==> src/rtl/hamming_code.sv <==
// Registered Hamming(7,4) encoder plus independent syndrome decoder, one result per clock.
// Define HAMMING_CORRECT_EN to apply single-bit correction to data_out; otherwise detect only.
module hamming_code (
  input  logic       clk,
  input  logic       rst_n,
  input  logic [3:0] data_in,
  output logic [6:0] code_out,
  input  logic [6:0] code_in,
  output logic [3:0] data_out,
  output logic [2:0] syndrome,
  output logic       error
);

  // Codeword layout, LSB first: p1 p2 d1 p3 d2 d3 d4 (even parity).
  function automatic logic [6:0] hamming_encode(input logic [3:0] d);
    hamming_encode = {d[3], d[2], d[1], d[1] ^ d[2] ^ d[3],
                      d[0], d[0] ^ d[2] ^ d[3], d[0] ^ d[1] ^ d[3]};
  endfunction

  function automatic logic [2:0] hamming_syndrome(input logic [6:0] c);
    hamming_syndrome = {c[3] ^ c[4] ^ c[5] ^ c[6],
                        c[1] ^ c[2] ^ c[5] ^ c[6],
                        c[0] ^ c[2] ^ c[4] ^ c[6]};
  endfunction

  function automatic logic [3:0] hamming_extract(input logic [6:0] c);
    hamming_extract = {c[6], c[5], c[4], c[2]};
  endfunction

`ifdef HAMMING_CORRECT_EN
  // Syndrome value is the 1-based position of the bit to invert.
  function automatic logic [6:0] hamming_flip_mask(input logic [2:0] s);
    case (s)
      3'd1:    hamming_flip_mask = 7'b0000001;
      3'd2:    hamming_flip_mask = 7'b0000010;
      3'd3:    hamming_flip_mask = 7'b0000100;
      3'd4:    hamming_flip_mask = 7'b0001000;
      3'd5:    hamming_flip_mask = 7'b0010000;
      3'd6:    hamming_flip_mask = 7'b0100000;
      3'd7:    hamming_flip_mask = 7'b1000000;
      default: hamming_flip_mask = 7'b0000000;
    endcase
  endfunction
`endif

  logic [6:0] code_next_s;
  logic [2:0] syndrome_s;
  logic [6:0] fixed_code_s;
  logic [3:0] data_next_s;

  // Next-state values for both independent paths.
  always_comb begin
    code_next_s  = hamming_encode(data_in);
    syndrome_s   = hamming_syndrome(code_in);
`ifdef HAMMING_CORRECT_EN
    fixed_code_s = code_in ^ hamming_flip_mask(syndrome_s);
`else
    fixed_code_s = code_in;
`endif
    data_next_s  = hamming_extract(fixed_code_s);
  end

  // Output registers; asynchronous reset clears everything immediately.
  always_ff @(posedge clk or negedge rst_n) begin
    if (!rst_n) begin
      code_out <= 7'b0000000;
      data_out <= 4'b0000;
      syndrome <= 3'b000;
      error    <= 1'b0;
    end else begin
      code_out <= code_next_s;
      data_out <= data_next_s;
      syndrome <= syndrome_s;
      error    <= (syndrome_s != 3'b000);
    end
  end

endmodule

==> config.mk <==
export PLATFORM = sky130hd
export DESIGN_NAME = hamming_code
export DESIGN_NICKNAME = d
export VERILOG_FILES = /design/src/rtl/hamming_code.sv
export SDC_FILE = /design/constraint.sdc
export NUM_CORES = 1
export LEC_CHECK = 0
export ABC_AREA = 1
export CORE_MARGIN = 2
export CORE_UTILIZATION = 33
export CTS_BUF_LIST = sky130_fd_sc_hd__clkbuf_4
export DETAILED_ROUTE_END_ITERATION = 7
export GPL_ROUTABILITY_DRIVEN = 0
export PLACE_DENSITY = 0.79
export SYNTH_ARGS = -nofsm -noshare
export SYNTH_HDL_FRONTEND = slang
export SYNTH_SLANG_ARGS = --single-unit
==> constraint.sdc <==
create_clock -name clk -period 0.8 [get_ports clk]
set_input_delay 0.2 -clock clk [delete_from_list [all_inputs] [get_ports clk]]
set_output_delay 0.2 -clock clk [all_outputs]
set_load 0.005 [all_outputs]
; Yosys cells after proc, flatten, opt, wreduce, memory -nomap -nowiden
; Index checks and enable logic that the tools add are counted.
[word_totals]
in_bits = 13
wordCells = 20
mem_bits_rw = 0
romBits = 0
regBits = 15
n_memories = 0
latch_bits = 0
[classes]
order_cmp = 0
eq_ne = 0
n_addsub = 0
n_shift = 0
n_bitwise = 15
multipliers = 0
n_div = 0
reduce_logical = 1
muxes = 0
[ops]
columns = op, count
row1 = 1-bit bitwise XOR, 15
row2 = 3-bit nonzero test, 1

; Longest topological paths before layout
; Gate-level depths: netlist of the first run.
[logic_depth]
depth_word = 4
ltp_mapped = 7
depth_no_buf = 7

; Least setup slack after synthesis of the first run
; No wires, ideal clock.
[synth_path]
path_type = input -> register
start = input code_in[5]
end = register error
setup_time_ps = 128
path_stages = 7
path_buffers = 0
slack_ps = 80
arrival_ps = 592
required_ps = 672
cell_sequence = inv_1 > nand2_1 > nand2_1 > nand2_1 > inv_1 > nor2_1 > nand3_1
[synth_via]
elab_chain_len = 3
word_cells_on_any_way = 5
[synth_rtl]
columns = element, line_no
row1 = from (decl), 8  ; input logic [6:0] code_in,
row2 = "1-bit bitwise XOR, on equally long branches (2 in series)", "22, 21"
row3 = 3-bit nonzero test (*), 74  ; error <= (syndrome_s != 3'b000);
row4 = to (signal assigned), 74
row5 = to (decl), 11  ; output logic error
; Mark *: on every way between the ends. The rest lies on a longest branch, timed or not.

; Worst setup path in the final report of the first run
[layout_path]
start = register code_out[6]
end = output code_out[6]
[layout_rtl]
columns = element, line_no
row1 = from (decl), 7  ; output logic [6:0] code_out,
row2 = from (signal assigned), 71  ; code_out <= code_next_s;
; No word-level cell between the ends.

==> results of run 1 <==
[cells by family after synthesis]
logic type    count (synthesis)
simple gates                 28
flops                        15
buf+inv                      13
xor+xnor                      5
[area by class of cell]
| cell class | count | area [um^2] | share of cell area |
|---|---|---|---|
| Multi-Input combinational cell | 33 | 175.2 | 0.2035 |
| Timing Repair Buffer | 31 | 210.2 | 0.2442 |
| Inverter | 13 | 48.80 | 0.05669 |
| Sequential cell | 15 | 375.4 | 0.4360 |
| Clock buffer | 4 | 30.03 | 0.03488 |
| Tap cell | 17 | 21.27 | 0.02471 |
[registers in the layout, summed over array words and instances (netlist names)]
| name | count |
|---|---|
| error | 1 |
| code_out | 7 |
| syndrome | 3 |
| data_out | 4 |
[what timing repair did]
action	4_1_cts	5_1_grt
endpoints found under the setup margin	22	19
gates resized for setup	77	8
pin swaps	5	1
endpoints found under the hold margin	0	0
buffers inserted	0	0
[power by group through the flow]
stage	Combinational [W]	Clock, W	Sequential, W
3_5_place_dp	0.000367	0	0.000856
2_1_floorplan	0.0000963	0	0.000866
5_1_grt	0.000334	0.000498	0.000842
6_report	0.000300	0.000431	0.000836
4_1_cts	0.000302	0.000453	0.000838
3_3_place_gp	0.000359	0	0.000854
[cells in the final DEF (no fill, tap or decap)]
cell,Yosys,layout
buf_12,0,1
buf_2,0,15
buf_4,0,3
clkbuf_2,0,4
clkbuf_4,0,4
clkdlybuf4s15_1,0,1
clkdlybuf4s50_1,0,1
dfrtp_1,15,15
dlygate4sd2_1,0,6
inv_1,12,12
inv_2,1,1
nand2_1,21,20
nand2_2,0,1
nand3_1,1,1
nor2_1,6,3
nor2_2,0,3
xnor2_1,5,3
xnor2_2,0,2
[synthesized netlist by cell type]
master   instances
nand3_1          1
inv_1           12
dfrtp_1         15
xnor2_1          5
inv_2            1
nor2_1           6
nand2_1         21
[through the flow]
stage	hold slack (ns)	TNS (ns)	setup slack (ns)
detailed placement	0.5479	-6.753	-0.6056
global placement	0.5473	-6.541	-0.5865
CTS	0.2125	-2.454	-0.1777
finish	0.08030	-2.233	-0.1593
floorplan	-0.09559	0	0.07958
global route	0.07160	-2.860	-0.2053
[per-layer routing]
metal,share of wire,track usage,wire length (um),vias to the layer above
met5,0,0,0,-
met4,0.017,0.09143,20,0
met3,0.13,0.03175,148,4
met2,0.49,0.2282,571,34
met1,0.37,0.1465,436,222
li1,-,-,-,240
[worst min path at each step]
stage	from	to	slack (ns)
finish	code_in[4]	data_out[1]$_DFF_PN0_	0.08
global route	code_in[4]	data_out[1]$_DFF_PN0_	0.07
CTS	code_in[5]	data_out[2]$_DFF_PN0_	0.21
detailed placement	rst_n	code_out[3]$_DFF_PN0_	0.55
global placement	rst_n	data_out[1]$_DFF_PN0_	0.55
floorplan	rst_n	code_out[0]$_DFF_PN0_	-0.1
==> flow_summary_export.csv, run 1 <==
group,metric,value,unit
worst_setup_path,crit_fanout,1,
global_routing,grt_max_degree,16,
timing,rsz0062_at_grt,"true",
layout,final_area,860.8,um^2
worst_setup_path,slowest_stage,"dfrtp_1",
timing,hold_viol_final,0,
power_and_ir_drop,seqPwrFrac,0.534,
logic_synthesis,synth.area.top_cells,"dfrtp_1 65%, nand2_1 14%, inv_1 7.8%, xnor2_1 7.6%, nor2_1 3.9%",
power_and_ir_drop,pwr-share-comb,0.191,
global_routing,grt_remaining_overflow,0,
worst_setup_path,critPathBufInv,1,
logic_synthesis,yosys.area_share.adder,0,
floorplan,chipWidth,45.72,um
timing,setup_viol,15,
worst_setup_path,setup.worst_path.end,"code_out[6]",
worst_setup_path,cp.arrival,0.76,ns
timing,slew_violations,0,
routing,drtIter0Drc,11,
logic_synthesis,yosysSeqAreaShare,0.6536,
timing,worst_slack,-0.1593,ns
floorplan,die_h,45.72,um
timing,period_needed,0.9593,ns
worst_setup_path,cp.required,0.60,ns
run_status,violations,"setup timing",
logic_synthesis,syn-num-nets,74,
power_and_ir_drop,clockPowerShare,0.275,
logic_synthesis,synth_compound_area_frac,0,
logic_synthesis,synth_top_family_by_area,"simple AND/OR/NAND/NOR gates",
layout,final_util,0.5096,
global_routing,grt_first_pass_wirelength,1918,um
layout,layout-drive-gt1-share,0.3542,
power_and_ir_drop,power_switching,0.0003688,W
worst_setup_path,cp.depth,1,
logic_synthesis,syn_area,574.3,um^2
routing,wl,1176,um
global_routing,grt_pass1_vias,445,
place,portBuffers,27,
clocking,root_buffer,"clkbuf_4",
logic_synthesis,ys_warn_count,0,
place,dp_cells,109,
floorplan,die-area,2090,um^2
layout,n_fill_cell,153,
power_and_ir_drop,netSwitchingFraction,0.2353,
timing,worst_pin_slew,0.2057,ns
layout,num_antenna_cells,0,
worst_setup_path,endpoint_kind,"output port",
routing,drc,0,
routing,post_drt_wl_per_cell,10.41,um
logic_synthesis,ys_types,7,
clocking,htree_num_levels,1,
routing,first_pass_iters,4,
logic_synthesis,ys_ff_latch,15,
clocking,cts_tree,"yes",
worst_setup_path,crit_chain,"buf_2",
layout,area_growth_syn_to_layout,49.89,%
layout,final_nets,110,
logic_synthesis,yosys.area_share.simple,0.1852,
floorplan,rows,15,
logic_synthesis,synth.area.mux_share,0,
clocking,clkTransAtPathRegs,0.08,ns
floorplan,start_util,0.3400,
layout,fin_cells,113,
logic_synthesis,synthCells,61,
timing,fin_crit_sh,1.199,
floorplan,io_pins,28,
min_path,hold_class,"in -> reg",
worst_setup_path,cp-startpoint,"code_out[6]$_DFF_PN0_",
min_path,hold_depth,1,
power_and_ir_drop,power,0.001567,W
job,maxCapViolCount,0,
power_and_ir_drop,ir_worst_vdd,0.5969,mV
routing,vias,500,
logic_synthesis,synth.top_cell.area_share,0.6536,
worst_setup_path,max_stage_delay,0.37,ns
worst_setup_path,start_kind,"flip-flop",
clocking,numClockSinks,15,
logic_synthesis,synthXorXnorAreaFrac,0.07625,
clocking,clockBufferDepth,2,
logic_synthesis,syn_area_per_cell,9.415,um^2
place,dp_hpwl,882.6,um
run_status,status,"finished with violations",
power_and_ir_drop,p_leak,0.5030,nW
timing,clock.fmax,1042,MHz
global_routing,antenna_found_initial,0,
logic_synthesis,synth_top_area_cell,"dfrtp_1",
routing,via_per_inst,4.425,
clocking,ctsHoldBuffers,0,
routing,drtAntennaViolNets,0,
worst_setup_path,cpLargestDelayFamily,"flip-flops",
place,place_area,908.4,um^2
power_and_ir_drop,p_int,0.001198,W
global_routing,grt_usage,0.1344,
worst_setup_path,critical_path_class,"reg -> out",
clocking,cts_made_buffers,3,
floorplan,core-area,1689,um^2
power_and_ir_drop,pwr_density_cell,1821,nW/um^2
timing,slew_headroom,0.8622,
(Power assumes the default switching activity.)
==> inputs of run 2 (changes only) <==
--- a/config.mk
+++ b/config.mk
@@ -11,6 +11,7 @@
 export CTS_BUF_LIST = sky130_fd_sc_hd__clkbuf_4
 export DETAILED_ROUTE_END_ITERATION = 7
 export GPL_ROUTABILITY_DRIVEN = 0
+export GPL_TIMING_DRIVEN = 0
 export PLACE_DENSITY = 0.79
 export SYNTH_ARGS = -nofsm -noshare
 export SYNTH_HDL_FRONTEND = slang
==> run 2 against run 1 <==
Net effect:
- worst setup slack got worse by 0.0039 ns
- the flow finishes with violations (hold timing, setup timing)
- first-iteration DRC count decreased by 73%
- die area unchanged
- combinational power decreased by 12%
- total power decreased by 1.9%
- cell area decreased by 6.0%
- clock power increased by 2%
- count of clock-buffer cells in the layout unchanged
- sequential share of layout area increased by 2.8 points
- cell count decreased by 3.5%
- via count decreased by 5.0%
==> flow_summary_export.csv, run 2 (synthesis gave the netlist of run 1 again) <==
group,metric,value,unit
worst_setup_path,crit_fanout,1,
clocking,cts_tree,"yes",
run_status,status,"finished with violations",
timing,worst_pin_slew,0.6299,ns
routing,via_per_inst,4.358,
floorplan,die-area,2090,um^2
power_and_ir_drop,pwr_density_cell,1900,nW/um^2
timing,fin_crit_sh,1.204,
clocking,cts_setup_buffers,0,
floorplan,die_h,45.72,um
routing,post_drt_wl_per_cell,9.991,um
clocking,ctsHoldBuffers,0,
layout,largest_reg_flops,7,
layout,area_growth_syn_to_layout,40.96,%
routing,drtAntennaViolNets,0,
layout,final_cell_mix,"21 x nand2_1, 15 x dfrtp_1, 15 x buf_2",
timing,clock.fmax,1038,MHz
place,dp_hpwl,838.6,um
worst_setup_path,max_stage_delay,0.37,ns
layout,seqCellArea,375.4,um^2
power_and_ir_drop,ir_worst_vdd,0.5986,mV
timing,slew_violations,0,
worst_setup_path,cp.arrival,0.76,ns
timing,setup_viol,15,
global_routing,grt_pass1_vias,384,
global_routing,grt_remaining_overflow,0,
layout,final_common_cell,"nand2_1",
worst_setup_path,endpoint_kind,"output port",
timing,hold_viol_final,15,
floorplan,core-area,1689,um^2
layout,num_antenna_cells,0,
routing,wl,1089,um
layout,top_regs,"code_out x7, data_out x4, syndrome x3",
global_routing,grt_first_pass_wirelength,1635,um
layout,fin_cells,109,
job,maxCapViolCount,0,
floorplan,io_pins,28,
clocking,clockBufferDepth,2,
layout,final_nets,106,
timing,holdWs,-0.07486,ns
power_and_ir_drop,p_leak,0.4836,nW
layout,final_area,809.5,um^2
layout,largest-register,"code_out",
worst_setup_path,cpLargestDelayFamily,"flip-flops",
worst_setup_path,cp.required,0.60,ns
floorplan,rows,15,
min_path,hold_class,"in -> async",
timing,slew_headroom,0.5794,
floorplan,chipWidth,45.72,um
global_routing,grt_usage,0.1127,
place,pre_cts_ws,-0.5710,ns
place,dp_cells,105,
global_routing,antenna_found_initial,0,
routing,first_pass_iters,5,
clocking,cts_made_buffers,3,
floorplan,start_util,0.3400,
layout,n_fill_cell,166,
timing,period_needed,0.9632,ns
timing,rsz0062_at_grt,"true",
worst_setup_path,critical_path_class,"reg -> out",
clocking,clkTransAtPathRegs,0.08,ns
place,portBuffers,27,
clocking,htree_num_levels,1,
layout,final_util,0.4793,
worst_setup_path,critPathBufInv,1,
timing,worst_slack,-0.1632,ns
worst_setup_path,start_kind,"flip-flop",
global_routing,grt_max_degree,16,
layout,layout-drive-gt1-share,0.3043,
routing,vias,475,
run_status,violations,"hold timing, setup timing",
worst_setup_path,crit_chain,"buf_2",
place,place_area,865.8,um^2
clocking,root_buffer,"clkbuf_4",
routing,drc,0,
worst_setup_path,slowest_stage,"dfrtp_1",
layout,multiInputGateArea,165.2,um^2
clocking,numClockSinks,15,
routing,drtIter0Drc,3,
[run 2: per-stage QoR]
step	setup TNS, ns	total power, W
6_report	-2.304	0.001538
5_1_grt	-2.845	0.001631
4_1_cts	-2.482	0.001558
3_5_place_dp	-10.22	0.001196
3_3_place_gp	-9.632	0.001187
2_1_floorplan	0	0.0009622
[run 2: timing repair]
| item | 4_1_cts | 5_1_grt |
|---|---|---|
| endpoints found under the hold margin | 0 | 15 |
| setup endpoints to repair | 22 | 34 |
| gates resized for setup | 74 | 9 |
| pin swaps | 7 | 0 |
[run 2: where the power goes]
group          switching, W  internal [W]  total (W)
clock              0.000211      0.000227   0.000438
sequential        0.0000139      0.000822   0.000836
combinational      0.000138      0.000126   0.000264
total              0.000363       0.00117    0.00154
[run 2: worst paths after layout]
path,from,endpoint,slack [ns],depth (start not counted)
worst max-delay path,syndrome[0]$_DFF_PN0_,syndrome[0],-0.16,1
worst min-delay path,rst_n,code_out[6]$_DFF_PN0_,-0.07,1
max in group asynchronous,rst_n,code_out[4]$_DFF_PN0_,0.47,1
min in group clk,code_in[4],data_out[1]$_DFF_PN0_,0.08,1
[run 2: cell type report]
type / instances / share of cell area
Sequential cell: 15 / 0.4637
Timing Repair Buffer: 27 / 0.2087
Multi-Input combinational cell: 33 / 0.2040
Inverter: 13 / 0.06028
Clock buffer: 4 / 0.03709
Tap cell: 17 / 0.02628
[run 2: layer usage]
| layer | routed length (um) | up-vias | global-route usage |
|---|---|---|---|
| met5 | 0 | - | 0 |
| met4 | 0 | 0 | 0.06857 |
| met3 | 124 | 0 | 0.02778 |
| met2 | 549 | 25 | 0.1915 |
| met1 | 416 | 214 | 0.1253 |
| li1 | - | 236 | - |
==> inputs of run 3 (changes only) <==
--- a/config.mk
+++ b/config.mk
@@ -12,6 +12,7 @@
 export DETAILED_ROUTE_END_ITERATION = 7
 export GPL_ROUTABILITY_DRIVEN = 0
 export GPL_TIMING_DRIVEN = 0
+export MAX_ROUTING_LAYER = met4
 export PLACE_DENSITY = 0.79
 export SYNTH_ARGS = -nofsm -noshare
 export SYNTH_HDL_FRONTEND = slang
==> results of run 3 <==
Same layout as run 2: the final DEF is identical, and so are final timing and power.
Among the figures that moved: overall routing resource usage 0.1127 -> 0.1160
